<file path="src/rtl/yuv422_stream_converter.sv">
// YUV 4:2:2 camera byte stream -> clamped {R,G,B} Avalon-ST source, one packet per frame.
// Pixel 0 valid 3 clks after a quad's last byte; ready=0 backs up into the FIFO, and pixels are dropped (overflow) when it is full.

module yuv422_sync_fifo #(
  parameter int W     = 26,
  parameter int DEPTH = 16
) (
  input  logic         clk,
  input  logic         reset,
  input  logic         wr_en,
  input  logic [W-1:0] wr_dat,
  input  logic         rd_en,
  output logic [W-1:0] rd_dat,
  output logic         full,
  output logic         empty
);
  localparam int AW = $clog2(DEPTH);
  localparam logic [AW:0] PTR_ONE = 1;

  logic [W-1:0] mem_q [DEPTH];
  logic [AW:0]  wr_ptr_q, wr_ptr_d;
  logic [AW:0]  rd_ptr_q, rd_ptr_d;

  always_comb begin
    wr_ptr_d = wr_ptr_q;
    rd_ptr_d = rd_ptr_q;
    if (wr_en) wr_ptr_d = wr_ptr_q + PTR_ONE;
    if (rd_en) rd_ptr_d = rd_ptr_q + PTR_ONE;
  end

  always_ff @(posedge clk or posedge reset) begin
    if (reset) begin
      wr_ptr_q <= '0;
      rd_ptr_q <= '0;
    end else begin
      wr_ptr_q <= wr_ptr_d;
      rd_ptr_q <= rd_ptr_d;
    end
  end

  always_ff @(posedge clk) begin
    if (wr_en) mem_q[wr_ptr_q[AW-1:0]] <= wr_dat;
  end

  // Extra pointer MSB tells a full ring from an empty one.
  assign rd_dat = mem_q[rd_ptr_q[AW-1:0]];
  assign full   = (wr_ptr_q[AW] != rd_ptr_q[AW]) && (wr_ptr_q[AW-1:0] == rd_ptr_q[AW-1:0]);
  assign empty  = (wr_ptr_q == rd_ptr_q);
endmodule

module yuv422_stream_converter #(
  parameter int WIDTH      = 640,
  parameter int HEIGHT     = 480,
  parameter int DW         = 24,
  parameter int FIFO_DEPTH = 16,
  parameter int BYTE_ORDER = 0
) (
  input  logic          clk,
  input  logic          reset,
  input  logic [7:0]    cam_data,
  input  logic          cam_valid,
  input  logic          href,
  input  logic          vsync,
  input  logic          ready,
  output logic [DW-1:0] data,
  output logic          valid,
  output logic          startofpacket,
  output logic          endofpacket,
  output logic          empty,
  output logic          overflow,
  output logic          frame_error
);
  localparam int TOTAL = WIDTH * HEIGHT;
  localparam int CW    = $clog2(TOTAL);
  localparam logic [CW-1:0] CNT_LAST = CW'(TOTAL - 1);
  localparam logic [CW-1:0] CNT_ONE  = 1;

  function automatic logic [7:0] clamp8(input logic signed [10:0] v);
    if (v < 0)             return 8'd0;
    else if (v > 11'sd255) return 8'd255;
    else                   return v[7:0];
  endfunction

  function automatic logic [23:0] yuv2rgb(input logic [7:0] y, input logic [7:0] u,
                                          input logic [7:0] v);
    logic signed [10:0] c, d, e, r, g, b;
    c = $signed({3'b000, y}) - 11'sd16;
    d = $signed({3'b000, u}) - 11'sd128;
    e = $signed({3'b000, v}) - 11'sd128;
    r = c + e + (e >>> 2);
    g = c - e - (d >>> 2);
    b = c + (d <<< 2);
    return {clamp8(r), clamp8(g), clamp8(b)};
  endfunction

  logic [1:0]  phase_q, phase_d;
  logic [7:0]  b0_q, b0_d, b1_q, b1_d, b2_q, b2_d;
  logic        byte_acc, quad_done;
  logic [7:0]  y0, y1, u, v;

  assign byte_acc  = cam_valid & href & ~vsync;
  assign quad_done = byte_acc && (phase_q == 2'd3);

  always_comb begin
    phase_d = phase_q;
    b0_d    = b0_q;
    b1_d    = b1_q;
    b2_d    = b2_q;
    if (!href || vsync) begin
      phase_d = 2'd0;
    end else if (cam_valid) begin
      phase_d = phase_q + 2'd1;
      case (phase_q)
        2'd0:    b0_d = cam_data;
        2'd1:    b1_d = cam_data;
        2'd2:    b2_d = cam_data;
        default: ;
      endcase
    end
  end

  assign y0 = (BYTE_ORDER == 0) ? b0_q : b1_q;
  assign u  = (BYTE_ORDER == 0) ? b1_q : b0_q;
  assign y1 = (BYTE_ORDER == 0) ? b2_q : cam_data;
  assign v  = (BYTE_ORDER == 0) ? cam_data : b2_q;

  // Pair register: both pixels land together, then drain one per cycle.
  logic [23:0] pix0_q, pix0_d, pix1_q, pix1_d;
  logic        p0_vld_q, p0_vld_d, p1_vld_q, p1_vld_d;

  always_comb begin
    pix0_d   = pix0_q;
    pix1_d   = pix1_q;
    p0_vld_d = p0_vld_q;
    p1_vld_d = p1_vld_q;
    if (vsync) begin
      p0_vld_d = 1'b0;
      p1_vld_d = 1'b0;
    end else if (quad_done) begin
      pix0_d   = yuv2rgb(y0, u, v);
      pix1_d   = yuv2rgb(y1, u, v);
      p0_vld_d = 1'b1;
      p1_vld_d = 1'b1;
    end else if (p0_vld_q) begin
      p0_vld_d = 1'b0;
    end else if (p1_vld_q) begin
      p1_vld_d = 1'b0;
    end
  end

  logic          pix_req, wr_take, px_sop, px_eop;
  logic [23:0]   pix_sel;
  logic [CW-1:0] cnt_q, cnt_d;
  logic          hold_q, hold_d;
  logic          fifo_wr, fifo_rd, fifo_full, fifo_empty;
  logic [25:0]   fifo_rd_dat;
  logic          overflow_q, overflow_d;
  logic          vsync_q, frame_error_q, frame_error_d;

  assign pix_req = ~vsync & (p0_vld_q | p1_vld_q);
  assign pix_sel = p0_vld_q ? pix0_q : pix1_q;
  assign wr_take = pix_req & ~hold_q;
  assign px_sop  = (cnt_q == '0);
  assign px_eop  = (cnt_q == CNT_LAST);
  // A read in the same cycle frees a slot, so a full FIFO can still accept.
  assign fifo_wr = wr_take & (~fifo_full | fifo_rd);

  // hold_q starts set so nothing is framed until the first vsync.
  always_comb begin
    cnt_d  = cnt_q;
    hold_d = hold_q;
    if (vsync) begin
      cnt_d  = '0;
      hold_d = 1'b0;
    end else if (wr_take) begin
      if (px_eop) hold_d = 1'b1;
      else        cnt_d  = cnt_q + CNT_ONE;
    end
  end

  assign overflow_d    = overflow_q | (wr_take & fifo_full & ~fifo_rd);
  assign frame_error_d = vsync & ~vsync_q & (cnt_q != '0) & ~hold_q;

  yuv422_sync_fifo #(
    .W     (26),
    .DEPTH (FIFO_DEPTH)
  ) u_fifo (
    .clk    (clk),
    .reset  (reset),
    .wr_en  (fifo_wr),
    .wr_dat ({px_eop, px_sop, pix_sel}),
    .rd_en  (fifo_rd),
    .rd_dat (fifo_rd_dat),
    .full   (fifo_full),
    .empty  (fifo_empty)
  );

  logic        out_vld_q, out_vld_d;
  logic [25:0] out_dat_q, out_dat_d;

  assign fifo_rd = ~fifo_empty & (~out_vld_q | ready);

  always_comb begin
    out_vld_d = out_vld_q;
    out_dat_d = out_dat_q;
    if (fifo_rd) begin
      out_vld_d = 1'b1;
      out_dat_d = fifo_rd_dat;
    end else if (ready) begin
      out_vld_d = 1'b0;
    end
  end

  always_ff @(posedge clk or posedge reset) begin
    if (reset) begin
      phase_q       <= 2'd0;
      b0_q          <= '0;
      b1_q          <= '0;
      b2_q          <= '0;
      pix0_q        <= '0;
      pix1_q        <= '0;
      p0_vld_q      <= 1'b0;
      p1_vld_q      <= 1'b0;
      cnt_q         <= '0;
      hold_q        <= 1'b1;
      overflow_q    <= 1'b0;
      vsync_q       <= 1'b0;
      frame_error_q <= 1'b0;
      out_vld_q     <= 1'b0;
      out_dat_q     <= '0;
    end else begin
      phase_q       <= phase_d;
      b0_q          <= b0_d;
      b1_q          <= b1_d;
      b2_q          <= b2_d;
      pix0_q        <= pix0_d;
      pix1_q        <= pix1_d;
      p0_vld_q      <= p0_vld_d;
      p1_vld_q      <= p1_vld_d;
      cnt_q         <= cnt_d;
      hold_q        <= hold_d;
      overflow_q    <= overflow_d;
      vsync_q       <= vsync;
      frame_error_q <= frame_error_d;
      out_vld_q     <= out_vld_d;
      out_dat_q     <= out_dat_d;
    end
  end

  always_comb begin
    data       = '0;
    data[23:0] = out_dat_q[23:0];
  end

  assign valid         = out_vld_q;
  assign startofpacket = out_vld_q & out_dat_q[24];
  assign endofpacket   = out_vld_q & out_dat_q[25];
  assign empty         = 1'b0;
  assign overflow      = overflow_q;
  assign frame_error   = frame_error_q;
endmodule

</file>
<file path="config.mk">
export PLATFORM = sky130hd
export DESIGN_NAME = yuv422_stream_converter
export DESIGN_NICKNAME = d
export VERILOG_FILES = /design/src/rtl/yuv422_stream_converter.sv
export SDC_FILE = /design/constraint.sdc
export NUM_CORES = 1
export LEC_CHECK = 0
export ABC_AREA = 1
export BUFFER_PORTS_ARGS = -buffer_cell sky130_fd_sc_hd__buf_2
export CAP_MARGIN = 20
export CORE_MARGIN = 2
export CORE_UTILIZATION = 25
export CTS_CLUSTER_DIAMETER = 150
export DETAILED_ROUTE_END_ITERATION = 6
export HOLD_SLACK_MARGIN = 0.05
export PLACE_DENSITY_LB_ADDON = 0.3
export SLEW_MARGIN = 15
export SYNTH_ARGS = -nofsm -noshare
export SYNTH_HDL_FRONTEND = slang
export SYNTH_HIERARCHICAL = 1
export SYNTH_SLANG_ARGS = --single-unit
</file>
<file path="constraint.sdc">
create_clock -name clk -period 5.4 [get_ports clk]
set_clock_uncertainty 0.05 [all_clocks]
set_input_delay 1.35 -clock clk [delete_from_list [all_inputs] [get_ports clk]]
set_output_delay 1.35 -clock clk [all_outputs]
set_load 0.1 [all_outputs]
</file>
==> reports/metrics.cfg, run 1 <==
[worst_setup_path]
cpMostUsedCell=nand2_1
r2r_start=b0_q[4]
critPathSlowestCell=nor2_1
arrival_ps=4350
startpoint_type=register
crit_type=reg2reg
cp_max_fo=8
endpoint_kind=register
required_ps=5930
crit_chain=inv_1 -> ha_1 -> nand2_1 -> nor2_1 -> fa_1 -> ha_1 -> nand2_1 -> inv_1 -> a21oi_1 -> nand4_1 -> a21oi_1 -> nand2_1 -> nand2_1
startpoint=b0_q[4]
cpPeakStageDelay_ps=600

[floorplan]
fp.dieW_um=341
rows=123
ios=44
chipHeight_um=341
core_um2=112000
start_util=0.252
dieArea_um2=116000

[sta]
rsz0062_at_grt=false
relSlewSlack=0.298
hold_violations=0
fin_crit_sh=0.708
finalSetupViolations=0
drv_slew=0
fin_crit_ps=3820
max_clock_freq_mhz=262
setup_tns_ps=0
tightest_slew_ps=1050
setup_slack_ps=1580

[clock_network]
clock-sinks=552
holdBufCountCts=0
clkLatencyLatePin_ps=660
clock_path_buffers=3
tritoncts=built
cts_root_buf=clkbuf_16
cts_setup_buffers=0
cts_max_level=2
clk_pin_slew_ps=60
cts_resized=0
cts_buffers=61

[layout]
mostFrequentLayoutCells=nand2_1 (1114), inv_1 (565), edfxtp_1 (416)
final_common_cell=nand2_1
utilization=0.285
fillerInstances=11855
final_layout_size_suffix_gt1_frac=0.0776
final_nets=3267
final_area_um2=32100
area_growth_pct=13.1

[global_routing]
antenna_found_initial=0
grt_max_degree=108
globalRouteTotalUtil=0.130
grt_pass1_vias=19585
overflow=0
grt_first_pass_wirelength_um=117000

[power_and_ir_drop]
power_mw=14.9
pwr_density_cell_nw_per_um2=465
peakVddDrop_mv=0.290
p_leak_nw=14.8

[placement]
hpwl_um=47900
routabilityCongestion=0.803
postPlaceCellArea_um2=30100
dpl_worst_slack_ps=1190
port_buffers=42

[drt]
drtAntennaViolNets=0
drt_first_pass_iters=5
num_vias=19930
wire_per_inst_um=16.1
drt_iter0_markers=1299
wl_um=75700
avgViaCountPerCell=4.24
drc_errors=0

[synthesis]
yosys.cell_types.count=43
synth_area_per_cell_um2=9.06
netlist_instances=3134
synth-async-reset-ratio=0.246
ys_warn_count=6
synth_seq_cells=552
ys.flop_type=edfxtp_1
syn-num-nets=3254
netlist_area_um2=28400
synth_edf_count=416
yosysSeqAreaShare=0.560

[flow_run]
cap_violations=0

[min_path]
min_from=vsync_q
min_path_type=reg2reg

[run_status]
outcome=complete, no violations

critical path: cells and delay by family (launching register included):
family                     cells  cell delay, ps
buffers and inverters          2             270
adders and majority gates      3            1220
AOI/OAI and AO/OA              2             710
and+or+nand+nor                6            1120
DFF                            1             380
cell families after synthesis:
logic type	after synthesis	synth area share
AND/OR/NAND/NOR	1595	0.234
other	1	0.000132
XOR/XNOR	50	0.0154
multiplexers	24	0.00952
AO/OA/AOI/OAI	103	0.0204
adder cells (fa/ha/maj)	106	0.0562
buffers and inverters	703	0.104
flip-flops	552	0.560
power by group:
| group | internal (mW) | switching (mW) |
|---|---|---|
| clock network | 2.33 | 1.78 |
| logic | 1.64 | 4.30 |
| registers | 4.69 | 0.192 |
final cells by class:
type	instances	area, um2	share of cell area
diodes	4	10.0	0.000312
clock buffers	83	1640	0.0510
clock inverters	30	323	0.0101
inverters	577	2180	0.0678
multi-input cells	1879	9690	0.302
flip-flops and latches	552	15900	0.495
well taps	1500	1880	0.0584
repair buffers	76	490	0.0153
Yosys cell counts, types with 9 or more instances:
library cell / count / area, um2
nand3_1: 316 / 1580
xor2_1: 23 / 201
fa_1: 36 / 721
nand4_1: 58 / 363
xnor2_1: 27 / 236
nand3b_1: 9 / 67.6
buf_2: 47 / 235
edfxtp_1: 416 / 12500
inv_1: 566 / 2120
o21ai_2: 10 / 87.6
ha_1: 70 / 876
o21ai_0: 36 / 180
nor2_1: 69 / 259
buf_4: 43 / 323
clkbuf_1: 16 / 60.1
mux2_2: 24 / 270
nand2_1: 1114 / 4180
buf_6: 11 / 124
dfrtp_1: 135 / 3380
a21oi_1: 42 / 210
sequential cells by signal, summed over array words and instances (netlist names):
register / flops
pix0_q: 24
vsync_q: 1
u_fifo/mem_q: 416
out_dat_q: 26
valid: 1
p0_vld_q: 1
hold_q: 1
pix1_q: 24
phase_q: 2
u_fifo/wr_ptr_q: 5
cnt_q: 19
u_fifo/rd_ptr_q: 5
frame_error: 1
overflow: 1
p1_vld_q: 1
b2_q: 8
b1_q: 8
b0_q: 8
path summary, 6_finish.rpt:
kind	endpoint	slack (ps)	depth (start not counted)
worst max-delay path	pix0_q[13]	1580	13
worst min-delay path	frame_error	360	1
worst max register to register	pix0_q[13]	1580	13
worst min register to register	frame_error	360	1
max in group asynchronous	b2_q[4]	3610	3
min in group asynchronous	u_fifo/rd_ptr_q[1]	680	2
metal layers:
layer / up-vias / track usage / part of all wire
li1: 9926 / - / -
met1: 9577 / 0.181 / 0.47
met2: 337 / 0.214 / 0.47
met3: 90 / 0.0162 / 0.042
met4: 0 / 0.0324 / 0.021
met5: - / 0 / 0
per-stage QoR:
| stage | hold slack, ps | cells |
|---|---|---|
| global route | 373 | 4697 |
| detailed placement | 356 | 4584 |
| global placement | 350 | 4584 |
| CTS | 365 | 4697 |
| floorplan | 335 | 3134 |
| finish | 359 | 4701 |
No activity file was read; power rests on OpenSTA's default activity.
==> run 2: changes to the inputs <==
--- a/config.mk
+++ b/config.mk
@@ -5,7 +5,7 @@
 export SDC_FILE = /design/constraint.sdc
 export NUM_CORES = 1
 export LEC_CHECK = 0
-export ABC_AREA = 1
+export ABC_AREA = 0
 export BUFFER_PORTS_ARGS = -buffer_cell sky130_fd_sc_hd__buf_2
 export CAP_MARGIN = 20
 export CORE_MARGIN = 2
==> constraint.sdc (replaced) <==
create_clock -name clk -period 3.56 [get_ports clk]
set_clock_uncertainty 0.05 [all_clocks]
set_input_delay 0.89 -clock clk [delete_from_list [all_inputs] [get_ports clk]]
set_output_delay 0.89 -clock clk [all_outputs]
set_load 0.1 [all_outputs]
==> reports/metrics.cfg, run 2 <==
[run_status]
outcome=complete, no violations

[synthesis]
ys.flop_type=edfxtp_1
synth_area_per_cell_um2=15.1
netlist_area_um2=25300
ys_warn_count=6
synthTopCellsByArea=edfxtp_1 (49%), dfrtp_1 (13%), mux4_2 (6.9%), ha_1 (3.5%), mux2i_1 (3.3%)
synthDominantCellAreaShare=0.493
synth_edf_count=416
yosysTopAreaCell=edfxtp_1
netlist_instances=1672
yosysSeqAreaShare=0.628
yosysMostFrequentCell=edfxtp_1
synth_seq_cells=552
synthTopCellsByCount=edfxtp_1 (416), dfrtp_1 (135), inv_1 (88)
yosys.cell_types.count=67
synth-async-reset-ratio=0.246
syn-num-nets=1792

[global_routing]
globalRouteTotalUtil=0.121
grt_busiest_layer=met2
antenna_found_initial=1
grt_util_met3=0.0228
grt_pass1_vias=15271
overflow=0
grt_first_pass_wirelength_um=94700
grtUsageMet1=0.163
grt_max_degree=134
grtUsageMet2=0.199

[min_path]
min_path_type=in2async

[drt]
wire_per_inst_um=19.2
num_vias=14693
drt_first_pass_iters=4
avgViaCountPerCell=4.51
drc_errors=0
drtAntennaViolNets=0
wl_um=62500
drt_iter0_markers=939

[floorplan]
ios=44
fp.dieW_um=322
start_util=0.253
rows=116
chipHeight_um=322
core_um2=100000
dieArea_um2=104000

[sta]
drv_slew=0
finalSetupViolations=0
max_clock_freq_mhz=286
relSlewSlack=0.365
fin_crit_sh=0.981
tightest_slew_ps=953
hold_violations=0
setup_slack_ps=68.5
fin_crit_ps=3490
hold_slack_ps=231

[power_and_ir_drop]
peakVddDrop_mv=0.563
power_mw=21.8
p_leak_nw=11.0
pwr_density_cell_nw_per_um2=713

[clock_network]
clock_path_buffers=3
tritoncts=built
cts_buffers=66
clkLatencyLatePin_ps=610
clk_pin_slew_ps=60
cts_root_buf=clkbuf_16
clock-sinks=552
cts_max_level=3

[flow_run]
cap_violations=0

[worst_setup_path]
required_ps=3990
crit_type=reg2reg
cpPeakStageDelay_ps=470
crit_chain=inv_1 -> ha_2 -> or3b_4 -> inv_4 -> fa_2 -> ha_4 -> and3_4 -> a22o_1 -> or2_4 -> or4_4 -> a21oi_4 -> a211oi_2
cp_max_fo=5
startpoint_type=register
critPathSlowestCell=fa_2
arrival_ps=3920
endpoint_kind=register

[layout]
area_growth_pct=20.8
largest_reg_flops=416
final_layout_size_suffix_gt1_frac=0.257
final_common_cell=edfxtp_1
mostFrequentLayoutCells=edfxtp_1 (416), buf_4 (136), dfrtp_1 (132)
final_nets=1969
utilization=0.305
final_cell_count_no_fill=3261

[placement]
dpl_worst_slack_ps=-327
hpwl_um=40400
port_buffers=42
dp.cells=3129
routabilityCongestion=0.788

## run 2: cell types whose count changed after synthesis, sizes merged, moves of 59 or more
cell / change
mux4: +78
o21ai: +59
nand2: -1035
mux2i: +84
inv: -487
nand3: -309
## run 2: worst paths after layout
kind	from	to	slack, ps	cells after the start
max in group asynchronous	reset	out_dat_q[9]	2320	3
worst min-delay path	reset	u_fifo/wr_ptr_q[4]	230	2
worst max-delay path	b2_q[5]	pix1_q[12]	70	12
worst min register to register	vsync_q	frame_error	350	1
worst max register to register	b2_q[5]	pix1_q[12]	70	12
min in group clk	vsync_q	frame_error	350	1
## run 2: cell type report
type | count | area [um2]
clock buffer | 92 | 1800
tap | 1357 | 1700
inverter | 88 | 343
antenna | 1 | 2.50
timing repair buffer | 195 | 1570
multi-input combinational | 946 | 8830
sequential | 552 | 15900
clock inverter | 30 | 452
fill | 9858 | 69700
## run 2: through the flow
step | area [um2] | TNS (ps)
floorplan | 25400 | 0
global placement | 28100 | -5520
detailed placement | 28100 | -6330
CTS | 30400 | 0
global route | 30600 | -288
finish | 30600 | 0
## run 2: cell families (layout without fill, tap and decap cells)
logic type      after synthesis  count (layout)  synth area share
other cells                   1               2          0.000148
mux                         213             213             0.125
compound gates              284             284            0.0752
simple gates                277             277            0.0529
xor+xnor                     65              65            0.0225
flops                       552             552             0.628
buf+inv                     174             405            0.0333
fa+ha+maj                   106             106            0.0630
## run 2: critical path: cells and delay by family (launching register included)
kind,cells,cell delay (ps)
adders and majority gates,3,870
buffers and inverters,2,170
DFF,1,420
AOI/OAI and AO/OA,3,630
and+or+nand+nor,4,1210
## run 2: power breakdown
part           leakage, nW  internal, mW  total, mW  switching, mW
registers             5.32          7.13       7.38          0.249
logic                 4.59          2.92       7.52           4.60
clock network         1.07          4.12       6.90           2.79
total                 11.0          14.2       21.8           7.63
## run 2: what timing repair did
action	CTS	global route
endpoints found under the setup margin	12	40
pin swaps	2	11
resized for setup	6	30
hold buffers	0	0
buffers inserted	1	8
## run 2: layer usage
layer	routed length [um]	part of all wire	vias to the layer above
met1	28800	0.46	7619
met5	11	0.00018	-
li1	-	-	6738
met3	2250	0.036	95
met4	1430	0.023	2
met2	30000	0.48	239
